<file path="config.mk">
export PLATFORM = sky130hd
export DESIGN_NAME = regfile_sb
export DESIGN_NICKNAME = d
export VERILOG_FILES = /design/src/rtl/regfile_sb_pkg.sv /design/src/rtl/regfile_scoreboard.sv /design/src/rtl/regfile_sb.sv
export SDC_FILE = /design/constraint.sdc
export NUM_CORES = 2
export LEC_CHECK = 0
export ABC_AREA = 1
export BUFFER_PORTS_ARGS = -buffer_cell sky130_fd_sc_hd__clkbuf_2
export CORE_ASPECT_RATIO = 1.2
export CORE_UTILIZATION = 55
export DETAILED_ROUTE_END_ITERATION = 8
export HOLD_SLACK_MARGIN = 0.12
export PLACE_DENSITY = 0.82
export SLEW_MARGIN = 20
export SYNTH_ARGS = -nofsm -noshare
export SYNTH_HDL_FRONTEND = slang
export SYNTH_SLANG_ARGS = --single-unit
</file>
<file path="constraint.sdc">
create_clock -name clk -period 5 [get_ports clk]
set_input_delay 0.75 -clock clk [delete_from_list [all_inputs] [get_ports clk]]
set_output_delay 0.75 -clock clk [all_outputs]
set_load 0.01 [all_outputs]
</file>
<file path="src/rtl/regfile_sb_pkg.sv">
// Shared constants for the scoreboarded register file.
package regfile_sb_pkg;

    localparam int DATA_W_DEF = 32;
    localparam int NREGS_DEF  = 32;
    localparam int NRD_DEF    = 2;

    // Architectural register that is hardwired to zero and never pending.
    localparam int ZERO_REG   = 0;

endpackage : regfile_sb_pkg

</file>
<file path="src/rtl/regfile_scoreboard.sv">
// Pending-bit scoreboard: tracks registers with an issued but not yet
// written-back result, keeps a registered count of them, and flags
// reserves that hit an already-pending register.
module regfile_scoreboard
    import regfile_sb_pkg::*;
#(
    parameter  int NREGS  = NREGS_DEF,
    localparam int ADDR_W = $clog2(NREGS)
) (
    input  logic              clk,
    input  logic              rst_n,
    input  logic              wr_en,
    input  logic [ADDR_W-1:0] wr_addr,
    input  logic              rsv_en,
    input  logic [ADDR_W-1:0] rsv_addr,
    output logic [NREGS-1:0]  pending,
    output logic [ADDR_W:0]   pend_cnt,
    output logic              rsv_err
);

    logic              wr_hit;
    logic              rsv_hit;
    logic [NREGS-1:0]  pending_next;
    logic [ADDR_W:0]   cnt_next;

    assign wr_hit  = wr_en  && (wr_addr  != ADDR_W'(ZERO_REG));
    assign rsv_hit = rsv_en && (rsv_addr != ADDR_W'(ZERO_REG));

    // Next pending vector: write-back clears first, then reserve sets, so a
    // same-cycle reserve and write to one register leaves it pending.
    always_comb begin
        // NOTE: every always_comb output gets a default first so no path
        // leaves it unassigned, which would otherwise infer a latch.
        pending_next = pending;
        if (wr_hit) begin
            pending_next[wr_addr] = 1'b0;
        end
        if (rsv_hit) begin
            pending_next[rsv_addr] = 1'b1;
        end
        pending_next[ZERO_REG] = 1'b0;
    end

    // Population count of the next pending vector, so the registered count
    // lands on the same edge as the pending bits it describes.
    always_comb begin
        cnt_next = '0;
        for (int i = 0; i < NREGS; i++) begin
            // NOTE: blocking assignments here accumulate within the loop;
            // clocked state below uses non-blocking assignments only.
            cnt_next = cnt_next + (ADDR_W+1)'(pending_next[i]);
        end
    end

    // Pending bits and count register, cleared asynchronously on reset.
    always_ff @(posedge clk or negedge rst_n) begin
        if (!rst_n) begin
            pending  <= '0;
            pend_cnt <= '0;
        end else begin
            pending  <= pending_next;
            pend_cnt <= cnt_next;
        end
    end

    // Reserve of a register that is still pending, unless the same cycle's
    // write-back retires the earlier producer.
    always_comb begin
        rsv_err = rst_n && rsv_hit && pending[rsv_addr]
                  && !(wr_hit && (wr_addr == rsv_addr));
    end

endmodule : regfile_scoreboard

</file>
<file path="src/rtl/regfile_sb.sv">
// Register file with write-back source mux, same-cycle write bypass on
// every read port, and a pending-bit scoreboard that produces issue stall.
module regfile_sb
    import regfile_sb_pkg::*;
#(
    parameter  int DATA_W = DATA_W_DEF,
    parameter  int NREGS  = NREGS_DEF,
    parameter  int NRD    = NRD_DEF,
    localparam int ADDR_W = $clog2(NREGS)
) (
    input  logic                  clk,
    input  logic                  rst_n,
    input  logic                  wr_en,
    input  logic [ADDR_W-1:0]     wr_addr,
    input  logic                  wb_sel,
    input  logic [DATA_W-1:0]     wr_data,
    input  logic [DATA_W-1:0]     wr_result,
    input  logic                  rsv_en,
    input  logic [ADDR_W-1:0]     rsv_addr,
    input  logic [NRD*ADDR_W-1:0] rd_addr,
    input  logic [NRD-1:0]        rd_use,
    output logic [NRD*DATA_W-1:0] rd_data,
    output logic [NRD-1:0]        rd_busy,
    output logic                  stall,
    output logic                  rsv_err,
    output logic [ADDR_W:0]       pend_cnt
);

    logic [DATA_W-1:0] regs [NREGS];
    logic [NREGS-1:0]  pending;
    logic              wr_hit;
    logic [DATA_W-1:0] wr_val;

    // Write-back value and qualified write strobe (register 0 is never written).
    always_comb begin
        wr_val = wb_sel ? wr_result : wr_data;
        wr_hit = wr_en && (wr_addr != ADDR_W'(ZERO_REG));
    end

    // Architectural storage.
    always_ff @(posedge clk or negedge rst_n) begin
        if (!rst_n) begin
            // NOTE: the whole array is cleared on reset because software may
            // read registers before writing them; this rules out RAM macros.
            for (int r = 0; r < NREGS; r++) begin
                regs[r] <= '0;
            end
        end else if (wr_hit) begin
            regs[wr_addr] <= wr_val;
        end
    end

    regfile_scoreboard #(
        .NREGS (NREGS)
    ) u_scoreboard (
        .clk      (clk),
        .rst_n    (rst_n),
        .wr_en    (wr_en),
        .wr_addr  (wr_addr),
        .rsv_en   (rsv_en),
        .rsv_addr (rsv_addr),
        .pending  (pending),
        .pend_cnt (pend_cnt),
        .rsv_err  (rsv_err)
    );

    for (genvar i = 0; i < NRD; i++) begin : g_rd
        logic [ADDR_W-1:0] addr;
        logic              byp;

        assign addr = rd_addr[i*ADDR_W +: ADDR_W];
        assign byp  = wr_hit && (wr_addr == addr);

        // Read port: zero register and reset force 0; a same-cycle write to
        // the addressed register is forwarded and also clears busy.
        always_comb begin
            rd_data[i*DATA_W +: DATA_W] = '0;
            rd_busy[i]                  = 1'b0;
            if (rst_n && (addr != ADDR_W'(ZERO_REG))) begin
                rd_data[i*DATA_W +: DATA_W] = byp ? wr_val : regs[addr];
                rd_busy[i]                  = pending[addr] && !byp;
            end
        end
    end

    // Issue must hold while any consumed operand is still in flight.
    always_comb begin
        stall = |(rd_use & rd_busy);
    end

endmodule : regfile_sb

</file>
# After elaboration in Yosys (flattened, before gate mapping)
# Cells that the tools add are included.
classes:
  n_eq_ne: 3
  addsub: 30
  n_reduce_logical: 23
  n_mux: 28
  magnitude_cmp: 10
  bitwise: 7
ops:
  columns: ["cell", "n"]
  rows:
  - ["bitwise mux 1024 bit", 1]
  - ["two-way mux 32 bit", 12]
  - ["binary-select mux 32 bit (select 5 bit)", 2]
  - ["adder 6 x 1 -> 6 bit", 29]
  - ["demux 32 bit (select 5 bit)", 1]
  - ["AND 32 bit", 1]
  - ["NOT 32 bit", 1]
  - ["bitwise OR 32 bit", 1]
  - ["less-than comparator 5 x 6 -> 1 bit (second input constant)", 4]
  - ["nonzero test 5 bit", 4]
  - [">= comparator 6 bit (second input constant)", 3]
  - ["NOT 5 -> 6 bit", 3]
  - ["binary-select mux 1 bit (select 5 bit)", 3]
  - ["== test 5 bit", 3]
  - ["logical AND 1 bit", 15]
  - ["demux 1 bit (select 5 bit)", 2]
  - [">= comparator 5 x 1 -> 1 bit (second input constant)", 2]
  - ["two-way mux 1 bit", 7]
  - ["less-than comparator 6 x 1 -> 1 bit (second input constant)", 1]
  - ["logical NOT 1 bit", 3]
  - ["adder 1 x 1 -> 2 bit", 1]
  - ["AND 2 bit", 1]
  - ["OR reduction 2 bit", 1]
totals:
  output_inout_bits: 74
  in_bits: 91
  elab_cells: 135
  register_bits: 1061

# Longest topological paths before layout
depth:
  depth_word: 39
  depth_mapped: 29
  ltp_nobuf: 26

# Modules after synthesis
# Synthesis repeated with hierarchy kept, for this count alone.
hier_totals:
  hier_cells: 8584
  hier_area_um2: 60421.7
by_module_without_submodules:
  columns: ["mod", "area_each_um2", "seq_area_each_um2", "cells_each", "instances"]
  rows:
  - ["regfile_sb", 57553.9, 25624.6, 8211, 1]
  - ["regfile_scoreboard", 2867.8, 925.9, 373, 1]

# Worst setup path after synthesis
# OpenSTA, ideal clock, no wires.
synth_timing:
  path_type: "input to register"
  from: "in wr_addr[1]"
  to: "reg u_scoreboard.pend_cnt[4]"
  required_time_ns: 4.921
  setup_slack_ns: -1.108
  n_path_buf: 3
  cell_stages: 26
  setup_time_ns: 0.079
  arrival_ns: 6.029
  path_cell_list: "buf_4 inv_2 nor2_1 inv_2 nor2_2 inv_2 nor2_1 buf_2 buf_4 o22ai_1 ha_1 inv_1 fa_1 inv_1 fa_1 inv_1 fa_1 fa_1 fa_1 inv_1 fa_1 ha_1 inv_1 fa_1 o21ai_0 xor2_1"
synth_between:
  elab_chain_len: 39
  elab_cells_between_ends: 42
  cone_classes: "add/sub: 30; order compare: 2; mux: 4; bitwise: 3; reduce/logical: 3"
synth_rtl:
  columns: ["item", "line", "source"]
  rows:
  - ["start: declaration", "regfile_sb.sv:14", "input logic [ADDR_W-1:0] wr_addr,"]
  - ["less-than comparator 5 x 6 -> 1 bit (implied by the code) or >= comparator 5 x 1 -> 1 bit (tied branches)", "regfile_scoreboard.sv:36", "pending_next[wr_addr] = 1'b0;"]
  - ["logical AND 1 bit (implied by the code)", "regfile_scoreboard.sv:36", null]
  - ["two-way mux 1 bit (implied by the code)", "regfile_scoreboard.sv:36", null]
  - ["demux 1 bit (select 5 bit)", null, null]
  - ["NOT 32 bit (no source line)", null, null]
  - ["AND 32 bit (no source line)", null, null]
  - ["two-way mux 32 bit (*)", "regfile_scoreboard.sv:35", "if (wr_hit) begin"]
  - ["bitwise OR 32 bit (no source line)", null, null]
  - ["two-way mux 32 bit (*)", "regfile_scoreboard.sv:38", "if (rsv_hit) begin"]
  - ["net u_scoreboard.pending_next[2]", "regfile_scoreboard.sv:23", "logic [NREGS-1:0] pending_next;"]
  - ["adder 1 x 1 -> 2 bit (*)", "regfile_scoreboard.sv:51", "cnt_next = cnt_next + (ADDR_W+1)'(pending_next[i]);"]
  - ["adder 6 x 1 -> 6 bit (*) (29 in series)", "regfile_scoreboard.sv:51", null]
  - ["net u_scoreboard.cnt_next[4]", "regfile_scoreboard.sv:24", "logic [ADDR_W:0] cnt_next;"]
  - ["end signal: assignment", "regfile_scoreboard.sv:62", "pend_cnt <= cnt_next;"]
  - ["end: declaration", "regfile_scoreboard.sv:17", "output logic [ADDR_W:0] pend_cnt,"]
# Mark *: on every way through the listed nets, which the timed path passes. The rest lies on a longest branch.
# A chain may end at the register's enable or synchronous reset.

# Final worst setup path
layout_timing:
  from: "in rsv_addr[1]"
  to: "reg u_scoreboard.pend_cnt[4]"
layout_between:
  elab_cells_between_ends: 39
  cone_classes: "add/sub: 30; order compare: 2; mux: 3; bitwise: 1; reduce/logical: 3"
layout_rtl:
  columns: ["item", "line", "source"]
  rows:
  - ["start: declaration", "regfile_sb.sv:19", "input logic [ADDR_W-1:0] rsv_addr,"]
  - ["less-than comparator 5 x 6 -> 1 bit (implied by the code) or >= comparator 5 x 1 -> 1 bit (tied branches)", "regfile_scoreboard.sv:39", "pending_next[rsv_addr] = 1'b1;"]
  - ["logical AND 1 bit (implied by the code)", "regfile_scoreboard.sv:39", null]
  - ["two-way mux 1 bit (implied by the code)", "regfile_scoreboard.sv:39", null]
  - ["demux 1 bit (select 5 bit)", null, null]
  - ["bitwise OR 32 bit (no source line)", null, null]
  - ["two-way mux 32 bit (*)", "regfile_scoreboard.sv:38", null]
  - ["net u_scoreboard.pending_next[13]", "regfile_scoreboard.sv:23", null]
  - ["adder 6 x 1 -> 6 bit (*) (19 in series)", "regfile_scoreboard.sv:51", null]
  - ["net u_scoreboard.cnt_next[4]", "regfile_scoreboard.sv:24", null]
# Marks and branches as above.

==> impl_summary.md <==
STA
The final number of setup-violating endpoints is 5. In the finished design, the share of the clock period the worst path needs comes to 1.04. The final max-slew violation count is 0. Measured against its own limit, the worst slew margin works out to 0.165. The accumulated negative setup slack is -852 ps. The final-report hold violation count is 0.

The transition time at the pin with the least slew margin is 1250 ps. Subtracting the final worst setup slack from the clock period gives 5200 ps. Setup repair after global routing could not meet its margin everywhere. The slack of the critical path is -203 ps. The final setup skew is 25.7 ps. Static timing analysis puts the maximum clock frequency at 192 MHz.

Power and ir drop
The internal power component is 20.1 mW. The switching power is 11.0 mW. The cell leakage power is around 32 nW.

The relative contribution of sequential cells to total power is 0.382. The cell area power density is 458 nW/um^2. The switching part of the total power is 0.353. The share of total power in the clock network is 0.275. The combinational group share of total power is 0.343. VDD sags by at most 1.56 mV.

Synthesis
The cell count after synthesis is between 8k and 9k. After synthesis the netlist holds a flip-flop and latch count of 1061. The cell taking the most area after synthesis is sky130_fd_sc_hd__dfrtp_1. Synthesis produced a netlist with a net count of around 9.1k. The number of warnings reported in the yosys synthesis log is 0.

The netlist uses 34 different library cells. The synthesized cell area is 61900 sq um. Averaged over all synthesized cells, the footprint is 6.92 sq um. Ranked by total cell area, the synthesized netlist is headed by sky130_fd_sc_hd__dfrtp_1 (43%), sky130_fd_sc_hd__nand2_1 (18%), sky130_fd_sc_hd__nand3_1 (6.4%). The area share of the leading cell type in the synthesized netlist is 0.429. For this run, the register share of the synthesized area comes to 0.429.

Routing
The routed wirelength normalized by instance count is between 20 and 25 microns. Summed over all layers, the routed wires come to 235000 microns. The number of DRC violations after detailed routing is 0. The number of antenna-violating nets in the routed design is 0. The detailed router finished its first iteration with roughly 10k violations.

The detail-routed via count per cell is 6.23. The first TritonRoute pass finished after 8 iterations. Across all layers, the routed design uses 64.3k vias.

Die
The die outline height is 369 microns. The die outline area is 114000 sq um. In this run the standard cell core region covers between 100000 and 150000 sq um.

Measured along the x axis, the die boundary spans 308 microns. The initialized floorplan defines 134 standard-cell rows. The number of top-level design ports is roughly 170. The initial core utilization is 0.556.

Layout
The library cells used most frequently in the layout, excluding fill and tap cells, are sky130_fd_sc_hd__nand2_1 (2998), sky130_fd_sc_hd__dfrtp_1 (1061), sky130_fd_sc_hd__nand3_1 (796). In the final layout, the share of cells above drive strength 1 is 0.0895. At the end of the flow, the number of nets in the layout was approximately 8.9k.

The layout has 9882 filler cells. Leaving out fill and tap cells, the most frequent cell in the layout is sky130_fd_sc_hd__nand2_1. The non-filler instance count after layout is 10.3k. The area growth from synthesis to layout is 9.33%.

The combined flip-flop and latch cell area is 26600 sq um. The area occupied by multi-input gates is 29800 sq um.

Setup path
In this design, the largest share of critical-path delay is due to adder cells. Following the worst setup path forward leads to its endpoint at u_scoreboard.pend_cnt[4]. The worst setup path is launched from an input port. The setup check on the worst reg-to-reg path leaves a slack of approximately 20 ps. The worst setup path is captured at a flop.

The reg-to-reg critical path endpoint is u_scoreboard.pend_cnt[4]. For the worst setup path, the data required time is 5630 ps. The critical register-to-register path startpoint is u_scoreboard.pending[2]. The cell that appears most often on the critical path is sky130_fd_sc_hd__fa_2. The critical path depth in cells is 21. The critical path goes through clkbuf_8, buf_4, nor2_4, clkinv_2, buf_4, o22ai_2, inv_1, fa_1, inv_1, fa_1, inv_2, fa_2, fa_1, fa_2, inv_2, fa_2, ha_4, inv_4, fa_2, o21ai_2, xor2_1.

Tracing the worst setup path back leads to its startpoint at rsv_addr[1]. The buffering stage count on the worst path with inverters included is 9. The start-to-end type of the worst setup path is input port to flop. The largest fanout on the critical path is 6. The cell at the slowest stage of the critical path is sky130_fd_sc_hd__fa_2.

On the worst path, the slowest cell contributes a delay of ~580 ps. The arrival time of the worst setup path is 5840 ps. The number of cells on the worst reg-to-reg path is 18.

Placed design
The final RePlAce weighted congestion is 0.955. The total placed cells including tap cells is roughly 10k. The total of buffers placed on input and output ports is 164. The HPWL after detailed placement is 129000 microns. OpenSTA, run right after detailed placement, puts the worst setup slack at -975 ps.

Min path
The tightest min-delay check is of the flop to flop type.

Outcome
The checks that failed: setup timing. The flow ran to the end, but the final reports show violations.

Clock network
The clock tree root buffer cell is sky130_fd_sc_hd__clkbuf_16. The register clock-pin slew on the reported worst setup and hold paths is 60 ps. The clock buffer count from CTS is 110. TritonCTS built the clock tree. For this design, the sink count on the clock tree is about 1.1k.

At the later pin of the worst-skew pair, clock insertion delay measures 710 ps. The longest clock path from root to sink contains 3 buffers. The total number of H-tree levels is 3.

Global route
Across every metal layer, demand over resource in global routing totals 0.409. The via count of the first global-routing pass is 60.0k. The number of antenna violations at the first check in global routing is 4. The first global-routing pass estimated 356000 microns of wire.

The overflow left after global routing is 0. Entering global routing, the biggest net connects 210 pins.

Job
The number of max-cap violations is 0.
-- final cells by class --
cell class,instances,share of cell area
well taps,1496,0.0277
diodes,3,0.000111
clock inverters,31,0.00623
clock buffers,163,0.0481
flip-flops and latches,1061,0.392
multi-input cells,6553,0.441
repair buffers,460,0.0534
inverters,547,0.0309
-- worst min path at each step --
stage / from / end / slack (ps) / depth (start not counted)
after floorplan: rst_n / regs[0] / 450 / 0
after global placement: regs[996] / regs[996] / 390 / 0
after detailed placement: regs[1001] / regs[1001] / 390 / 0
after CTS: regs[997] / regs[997] / 400 / 0
after global routing: regs[1001] / regs[1001] / 410 / 0
final: regs[1002] / regs[1002] / 400 / 0
-- power groups by stage --
stage	logic [mW]	registers, mW	clock network, mW
2_1_floorplan	6.96	11.6	0
3_3_place_gp	9.59	11.8	0
3_5_place_dp	9.76	11.9	0
4_1_cts	9.89	11.8	8.52
5_1_grt	11.9	12.0	8.86
6_report	10.6	11.8	8.53
-- sequential cells by signal, summed over array words and instances, names as in the netlist --
signal / cells
regs: 1024
u_scoreboard.pend_cnt: 6
u_scoreboard.pending: 31
-- worst register-to-register path: cells and delay by family, from the launching register on --
kind                     cells  cell delay, ps
adder cells (fa/ha/maj)      9            3830
XOR/XNOR                     1             150
AO/OA/AOI/OAI                2             250
buffers and inverters        6             310
flip-flops                   1             380
-- synth_stat cells, drive strengths merged --
| cell | instances |
|---|---|
| fa | 23 |
| o211ai | 319 |
| buf | 502 |
| nand2 | 3005 |
| clkbuf | 283 |
| o21ai | 864 |
| nor3 | 4 |
| o22ai | 23 |
| nand4 | 6 |
| a211oi | 1 |
| a21oi | 640 |
| o21a | 4 |
| xnor2 | 2 |
| a32o | 1 |
| ha | 9 |
| dfrtp | 1061 |
| and3 | 2 |
| inv | 544 |
| a22oi | 9 |
| xor2 | 6 |
| nor2 | 797 |
| nand3 | 796 |
| clkinv | 3 |
| or2 | 42 |
-- cells by family after synthesis --
group / count (synthesis) / share of synthesized area
AO/OA/AOI/OAI: 1861 / 0.165
flip-flops: 1061 / 0.429
AND/OR/NAND/NOR: 4652 / 0.302
buffers and inverters: 1332 / 0.0941
XOR/XNOR: 8 / 0.00113
adder cells (fa/ha/maj): 32 / 0.00926
-- layer usage --
metal	vias to the layer above	wire (microns)	GRT usage
met5	-	32	0
met4	4	20100	0.300
met3	1227	33300	0.109
met2	4908	99300	0.606
met1	29700	82600	0.515
li1	28400	-	-
-- repair_timing --
action	in CTS	in global routing
pin swaps	2	5
hold endpoints to repair	36	0
hold buffers	1	0
setup endpoints to repair	5	5
setup buffers	20	4
resized for setup	34	22
-- stage by stage --
stage	total power [mW]	hold WS, ps	cell area (sq um)	util
floorplan	18.6	451	61900	-
global placement	21.4	386	63600	0.571
detailed placement	21.7	390	63600	0.571
CTS	30.2	404	67500	0.607
global route	32.8	414	67600	0.608
finish	31.0	404	67600	0.608
(Power assumes the default switching activity.)
